--- src/rtl/pc_sequencer.sv ---
// pc_sequencer: registered program counter with next-PC selection
// (sequential / CBZ / B / BL / RET) and a circular return-address stack.
module pc_sequencer #(
  parameter int                ADDR_W    = 64,
  parameter int                RAS_DEPTH = 4,
  parameter logic [ADDR_W-1:0] RESET_PC  = '0,
  parameter int                IMM_SHIFT = 2
) (
  input  logic                           CLK,
  input  logic                           Reset_L,
  input  logic                           Stall,
  input  logic                           Branch,
  input  logic                           ALUZero,
  input  logic                           Uncondbranch,
  input  logic                           Link,
  input  logic                           Ret,
  input  logic [ADDR_W-1:0]              SignExtImm64,
  output logic [ADDR_W-1:0]              CurrentPC,
  output logic [ADDR_W-1:0]              NextPC,
  output logic [$clog2(RAS_DEPTH+1)-1:0] RasCount,
  output logic                           RasOverflow,
  output logic                           RasUnderflow
);
  localparam int CW = $clog2(RAS_DEPTH + 1);
  localparam int PW = $clog2(RAS_DEPTH);
  localparam logic [ADDR_W-1:0] STEP = ADDR_W'(1) << IMM_SHIFT;

  logic [ADDR_W-1:0] r_pc;
  logic [ADDR_W-1:0] r_ras [RAS_DEPTH];
  logic [PW-1:0]     r_top;
  logic [CW-1:0]     r_cnt;
  logic              r_ovf, r_unf;

  logic [ADDR_W-1:0] w_seq, w_tgt, w_next;
  logic [PW-1:0]     w_top_inc, w_top_dec;
  logic              w_push, w_pop, w_full, w_empty;

  // Next-PC selection; Ret outranks B/BL, which outranks a taken CBZ.
  always_comb begin
    w_seq     = r_pc + STEP;
    w_tgt     = r_pc + (SignExtImm64 << IMM_SHIFT);
    w_empty   = (r_cnt == '0);
    w_full    = (r_cnt == CW'(RAS_DEPTH));
    w_push    = Uncondbranch & Link & ~Ret;
    w_pop     = Ret & ~w_empty;
    w_top_inc = r_top + PW'(1);
    w_top_dec = r_top - PW'(1);
    w_next    = w_seq;
    if (Ret) begin
      if (!w_empty) w_next = r_ras[r_top];
    end else if (Uncondbranch) begin
      w_next = w_tgt;
    end else if (Branch && ALUZero) begin
      w_next = w_tgt;
    end
  end

  // PC, stack pointer, occupancy and sticky flags; everything freezes on Stall.
  always_ff @(posedge CLK or negedge Reset_L) begin
    if (!Reset_L) begin
      r_pc  <= RESET_PC;
      r_top <= '0;
      r_cnt <= '0;
      r_ovf <= 1'b0;
      r_unf <= 1'b0;
    end else if (!Stall) begin
      r_pc <= w_next;
      if (w_push) begin
        r_top <= w_top_inc;
        if (w_full) r_ovf <= 1'b1;
        else        r_cnt <= r_cnt + CW'(1);
      end else if (w_pop) begin
        r_top <= w_top_dec;
        r_cnt <= r_cnt - CW'(1);
      end else if (Ret) begin
        r_unf <= 1'b1;
      end
    end
  end

  // Stack storage needs no reset: occupancy alone decides which entries are live.
  always_ff @(posedge CLK) begin
    if (!Stall && w_push) r_ras[w_top_inc] <= w_seq;
  end

  assign CurrentPC    = r_pc;
  assign NextPC       = w_next;
  assign RasCount     = r_cnt;
  assign RasOverflow  = r_ovf;
  assign RasUnderflow = r_unf;
endmodule

--- config.mk ---
export PLATFORM = sky130hd
export DESIGN_NAME = pc_sequencer
export DESIGN_NICKNAME = d
export VERILOG_FILES = /design/src/rtl/pc_sequencer.sv
export SDC_FILE = /design/constraint.sdc
export NUM_CORES = 1
export LEC_CHECK = 0
export ABC_AREA = 1
export BUFFER_PORTS_ARGS = -buffer_cell sky130_fd_sc_hd__buf_2
export CAP_MARGIN = 15
export CORE_MARGIN = 4
export CORE_UTILIZATION = 50
export DETAILED_ROUTE_END_ITERATION = 8
export PLACE_DENSITY = 0.78
export SLEW_MARGIN = 20
export SYNTH_ARGS = -nofsm -noshare
export SYNTH_HDL_FRONTEND = slang
export SYNTH_SLANG_ARGS = --single-unit
--- constraint.sdc ---
create_clock -name CLK -period 5.4 [get_ports CLK]
set_input_delay 1.08 -clock CLK [delete_from_list [all_inputs] [get_ports CLK]]
set_output_delay 1.08 -clock CLK [all_outputs]
set_load 0.03 [all_outputs]
* After elaboration in Yosys (flattened, before gate mapping)
Memory sizes are Yosys's and may differ from the RTL's. Cells that the tools add are included.
Operators by class: reductions and logical operators 9, muxes and demuxes 11, bitwise gates (word level) 8, add/subtract/negate cells 6, equality and inequality tests 2
Operators by type and width (number):
- $mux W64 | 4
- $add A64 B3 Y64 const B | 1
- $add A64 B64 Y64 | 1
- $mux W3 | 3
- $reduce_and A3 Y1 | 2
- $not A1 Y1 | 5
- $mux W2 | 2
- $reduce_and A4 Y1 | 1
- $add A3 B1 Y3 const B | 1
- $and A1 B1 Y1 | 3
- $eq A3 B3 Y1 const B | 1
- $logic_not A3 Y1 | 1
- $sub A3 B1 Y3 const B | 1
- $add A2 B1 Y2 const B | 1
- $logic_and A1 B1 Y1 | 2
- $mux W1 | 2
- $ne A2 B2 Y1 const B | 1
- $reduce_and A2 Y1 | 1
- $reduce_bool A2 Y1 | 1
- $sub A2 B1 Y2 const B | 1
- $logic_not A1 Y1 | 1
Storage, ports and cells: output and inout bits 133, word-level logic and storage cells 42, memory bits (writable) 256, memories kept 1, flip-flop bits (word level) 71
Memories:
- r_ras | words 4, bits a word 64, rd ports 1, clocked after Yosys merged registers in 0, write ports 1, RTL line 29 | logic [ADDR_W-1:0] r_ras [RAS_DEPTH];

* Logic depth before layout (Yosys ltp)
depth in word-level cells 5, gate-level depth with buffers 17

* Worst setup path after synthesis
Ideal clock, no wire load.
kind input port to flip-flop, start point input Ret, end point memory r_ras[0][0] (enable), cell stages on the path 5, slack 0.596 ns, buffers on the path 0, data arrival time 4.318 ns, cells stage by stage inv_2 nand3_1 nor2_1 inv_1 nor2_1
Between the ends: longest elaborated chain between the ends 5
Ends and longest elaborated chain:
- from (decl) | RTL line 16 | input logic Ret,
- $not A1 Y1 | RTL line 44 | w_push = Uncondbranch & Link & ~Ret;
- $and A1 B1 Y1 | RTL line 44
- $logic_and A1 B1 Y1 | RTL line 83 | if (!Stall && w_push) r_ras[w_top_inc] <= w_seq;
- $mux W1 | RTL line 83
- $mux W1 (implied by the code) | RTL line 83
- to (decl) | RTL line 29
No other way between the ends.

* Final worst setup path
start point register r_pc[2] (netlist: CurrentPC[2]), end point output NextPC[22]
Between the ends: longest elaborated chain between the ends 4
Ends and longest elaborated chain:
- from (decl) | RTL line 28 | logic [ADDR_W-1:0] r_pc;
- from (signal assigned) | RTL line 67 | r_pc <= w_next;
- $add A64 B3 Y64 / $add A64 B64 Y64 (equally long branches) | RTL line 40, 41
- $mux W64 | RTL line 53 | end else if (Branch && ALUZero) begin
- $mux W64 | RTL line 51 | end else if (Uncondbranch) begin
- $mux W64 (*) | RTL line 49 | if (Ret) begin
- to (decl) | RTL line 19 | output logic [ADDR_W-1:0] NextPC,
Mark *: on every way between the ends. The rest lies on a longest branch, timed or not.

==> summary.md <==
| Metric | Value |
|---|---|
| Die ar. | `about 46000 um^2` |
| Post-CTS Setup Bufs | `0` |
| Share of the synthesized area in the top cell type | `0.358` |
| Run status | `finished, final reports clean` |
| Main flop type after synthesis | `edfxtp_1` |
| Port bufs | `202` |
| DR vias | `21200` |
| Final hold vios | `0` |
| Slew Viols, Final | `0` |
| Max-cap violations | `0` |
| Reg2reg path depth | `13` |
| Vias in the first global route | `between 15000 and 20000` |
| Fmax | `between 150 and 200 MHz` |
| P&R area growth vs syn | `13.0%` |
| Min-Delay Path Depth | `1` |
| Worst Setup Path Type | `reg2out` |
| Most frequent CP cell | `nand3_1` |
| Root Buffer | `clkbuf_16` |
| Critical-path maximum fanout | `8` |
| Hold path start | `RasOverflow` |
| Synth Register Bits | `between 300 and 400` |
| Hold Buf Count CTS | `0` |
| Minimum clock period | `just over 5 ns` |
| Largest net degree at the start of global routing | `90` |
| CTS tree | `yes` |
| Worst skew pair latency | `around 0.61 ns` |
| Power Density | `~600 nW/um^2` |
| CTS H-Tree Depth | `1` |
| Worst Setup End Kind | `output pin` |
| Relative slew margins | `0.373` |
| Yosys warns | `0` |
| Unrepaired setup endpoints after global routing | `false` |
| Worst EP required | `between 4 and 5 ns` |
| DRC | `0` |
| # fillers | `3966` |
| Final WL | `80800 um` |
| Die height | `215 um` |
| Initial antenna violation count | `1` |
| Area contributors post-synth | `edfxtp_1 36%, nand2_1 17%, dfrtp_1 8.3%, inv_1 7.2%, nor2_1 5.9%` |
| Nets@finish | `around 3200` |
| Reg2Reg Setup Slack | `slightly above 2 ns` |
| Crit path DAT | `between 3 and 4 ns` |
| All-Layer GR Usage | `0.336` |
| Sequential fraction of the synthesis area | `0.441` |
| Clock Pin Slew Worst Setup and Hold Paths | `roughly 0.070 ns` |
| Global-route wire length before repair | `about 120000 um` |
| Io pins | `205` |
| Synthesized area | `between 20000 and 25000 um^2` |
| EDFF count, synth | `approximately 260` |
| Synthesized area per cell | `about 7.3 um^2` |
| N_diodes | `0` |
| Cell count after synthesis | `2922` |
| # rows | `75` |
| Total core area | `~42000 um^2` |
| Cell-by-cell trace of the critical path | `ha_1, fa_1, nand3_1, nand3_1, nand4_1, nand3_1, nand2_1, inv_1, o21ai_0, o211ai_1, nand2_1, buf_2` |
| Count of cell types in the netlist | `46` |
| Peak VDD IR | `~0.37 mV` |
| Clk_skew | `between 0.02 and 0.03 ns` |
| 1st-pass router iterations | `6` |
| R2r startpoint | `CurrentPC[2]` |
| Hold EP | `RasOverflow` |
| Final core occ | `0.574` |
| Final setup fails | `0` |
| Initial DRC count | `2647` |
| Clk buf depth | `3` |
| Post-synth ARST share | `0.217` |
| Initial Utilization | `0.508` |
| RR Endpoint | `CurrentPC[22]` |
| Post-synthesis net count | `a little over 3000` |
| Routed Antenna Nets | `0` |
| Top delay family on crit path | `simple AND/OR/NAND/NOR gates` |
| Yosys top cell by area | `edfxtp_1` |
| Vias per inst | `5.78` |
| WP buf/inv | `2` |
| Pleak | `0.0114 uW` |
| DR WL/cell | `~22 um` |
| TNS Setup | `0 ns` |
| Tcrit/Tclk final | `0.932` |
| Most frequent cell after synthesis | `nand2_1` |
| Clock Sinks | `~330` |
| CP peak stage delay | `~0.55 ns` |
| Grt ovf | `0` |
| Cts bufs inserted | `31` |
| DPL Wire Length | `59300 um` |
| Crit-path slowest cell | `dfrtp_1` |
| Synth cell count leaders | `960 x nand2_1, 409 x inv_1, 335 x nor2_1` |
| Post-CTS resize count | `0` |
| Worst-Margin Slew | `about 0.94 ns` |
| Min-delay worst type | `reg2reg` |
| GPL Wtd Cong | `about 1.0` |
| CP Launch Type | `flop` |
| Die W | `215 um` |
| Share of layout cells above drive strength 1 | `0.109` |
| Fin area | `~24000 um^2` |
| Area after DPL | `between 20000 and 25000 um^2` |
layer usage:
layer | global-route usage | share of wire | up-vias
li1 | - | - | 9840
met1 | 0.462 | 0.40 | 9995
met2 | 0.548 | 0.46 | 1196
met3 | 0.0576 | 0.11 | 149
met4 | 0.101 | 0.031 | 0
met5 | 0 | 0 | -
flip-flops by register name (all words and copies together) (netlist names):
| signal | cells |
|---|---|
| CurrentPC | 64 |
| RasCount | 3 |
| RasOverflow | 1 |
| r_ras | 256 |
| r_top | 2 |
| RasUnderflow | 1 |
cell families (layout without fill, tap and decap cells):
| kind of cell | after synthesis | after routing | synth area share |
|---|---|---|---|
| DFF | 327 | 327 | 0.441 |
| and+or+nand+nor | 1564 | 1564 | 0.297 |
| AOI/OAI and AO/OA | 397 | 397 | 0.106 |
| muxes | 1 | 1 | 0.000525 |
| xor gates and xnor gates | 63 | 63 | 0.0271 |
| adders and majority gates | 68 | 68 | 0.0404 |
| buffers and inverters | 502 | 706 | 0.0884 |
area by class of cell:
cell class                      instances  area, um^2  area share
Tap cell                              539         674      0.0278
Sequential cell                       327        9470       0.391
Timing Repair Buffer                  235        1350      0.0558
Clock inverter                         25         259      0.0107
Clock buffer                           33         793      0.0327
Inverter                              413        1550      0.0640
Multi-Input combinational cell       2093       10100       0.418
cells in the final DEF, fill, tap and decap left out, types with 3 or more instances in the layout:
| cell | instances |
|---|---|
| buf_2 | 201 |
| o22ai_1 | 64 |
| nand3_1 | 154 |
| o21ai_0 | 190 |
| dfrtp_1 | 69 |
| or2_2 | 3 |
| nor2_2 | 12 |
| or2_0 | 3 |
| a22oi_1 | 50 |
| clkinv_2 | 9 |
| bufinv_16 | 3 |
| o21bai_1 | 8 |
| nor2_1 | 330 |
| nor3_2 | 6 |
| nand4_1 | 34 |
| o211ai_1 | 17 |
| nand3b_1 | 4 |
| buf_12 | 7 |
| xor2_1 | 51 |
| nor2_4 | 6 |
| nor3_1 | 39 |
| inv_6 | 4 |
| inv_8 | 3 |
| o21ai_1 | 13 |
| inv_1 | 406 |
| nand2_2 | 3 |
| clkinv_1 | 3 |
| xnor2_1 | 8 |
| a21oi_1 | 50 |
| ha_1 | 66 |
| nand2_1 | 960 |
| buf_4 | 26 |
| clkbuf_16 | 31 |
| inv_2 | 5 |
| edfxtp_1 | 256 |
worst max path at each step:
| stage | start | end | slack (ns) | depth (start not counted) |
|---|---|---|---|---|
| finish | CurrentPC[2] | NextPC[22] | 0.37 | 12 |
| global route | CurrentPC[2] | NextPC[22] | 0.20 | 12 |
| CTS | CurrentPC[2] | NextPC[22] | 0.50 | 12 |
| detailed placement | SignExtImm64[0] | NextPC[22] | 0.59 | 13 |
| global placement | SignExtImm64[0] | NextPC[22] | 0.56 | 13 |
| floorplan | Ret | r_ras[0][0] | 0.60 | 5 |
worst reg2reg max path, cell delays in order, from the launching register on:
cell	delay [ns]
dfrtp_1	0.55
ha_1	0.40
fa_1	0.46
nand3_1	0.11
nand3_1	0.18
nand4_1	0.17
nand3_1	0.20
nand2_1	0.11
inv_1	0.04
o21ai_0	0.54
o211ai_1	0.20
nand2_1	0.18
nand2_1	0.07
nand2_1	0.08
through the flow:
| stage | power [uW] | setup WS (ns) | hold slack, ns | cells |
|---|---|---|---|---|
| global placement | 11800 | 0.562 | 0.477 | 3607 |
| finish | 14500 | 0.367 | 0.506 | 3665 |
| detailed placement | 12000 | 0.586 | 0.473 | 3607 |
| CTS | 14300 | 0.498 | 0.502 | 3665 |
| floorplan | 9060 | 0.596 | 0.497 | 2922 |
| global route | 15300 | 0.201 | 0.519 | 3665 |
where the power goes:
part	switching [uW]	internal, uW	total (uW)
Clock	1030	1240	2270
Sequential	845	3300	4140
Combinational	5840	2230	8080
Note: power is estimated with default switching activity, not from simulation.
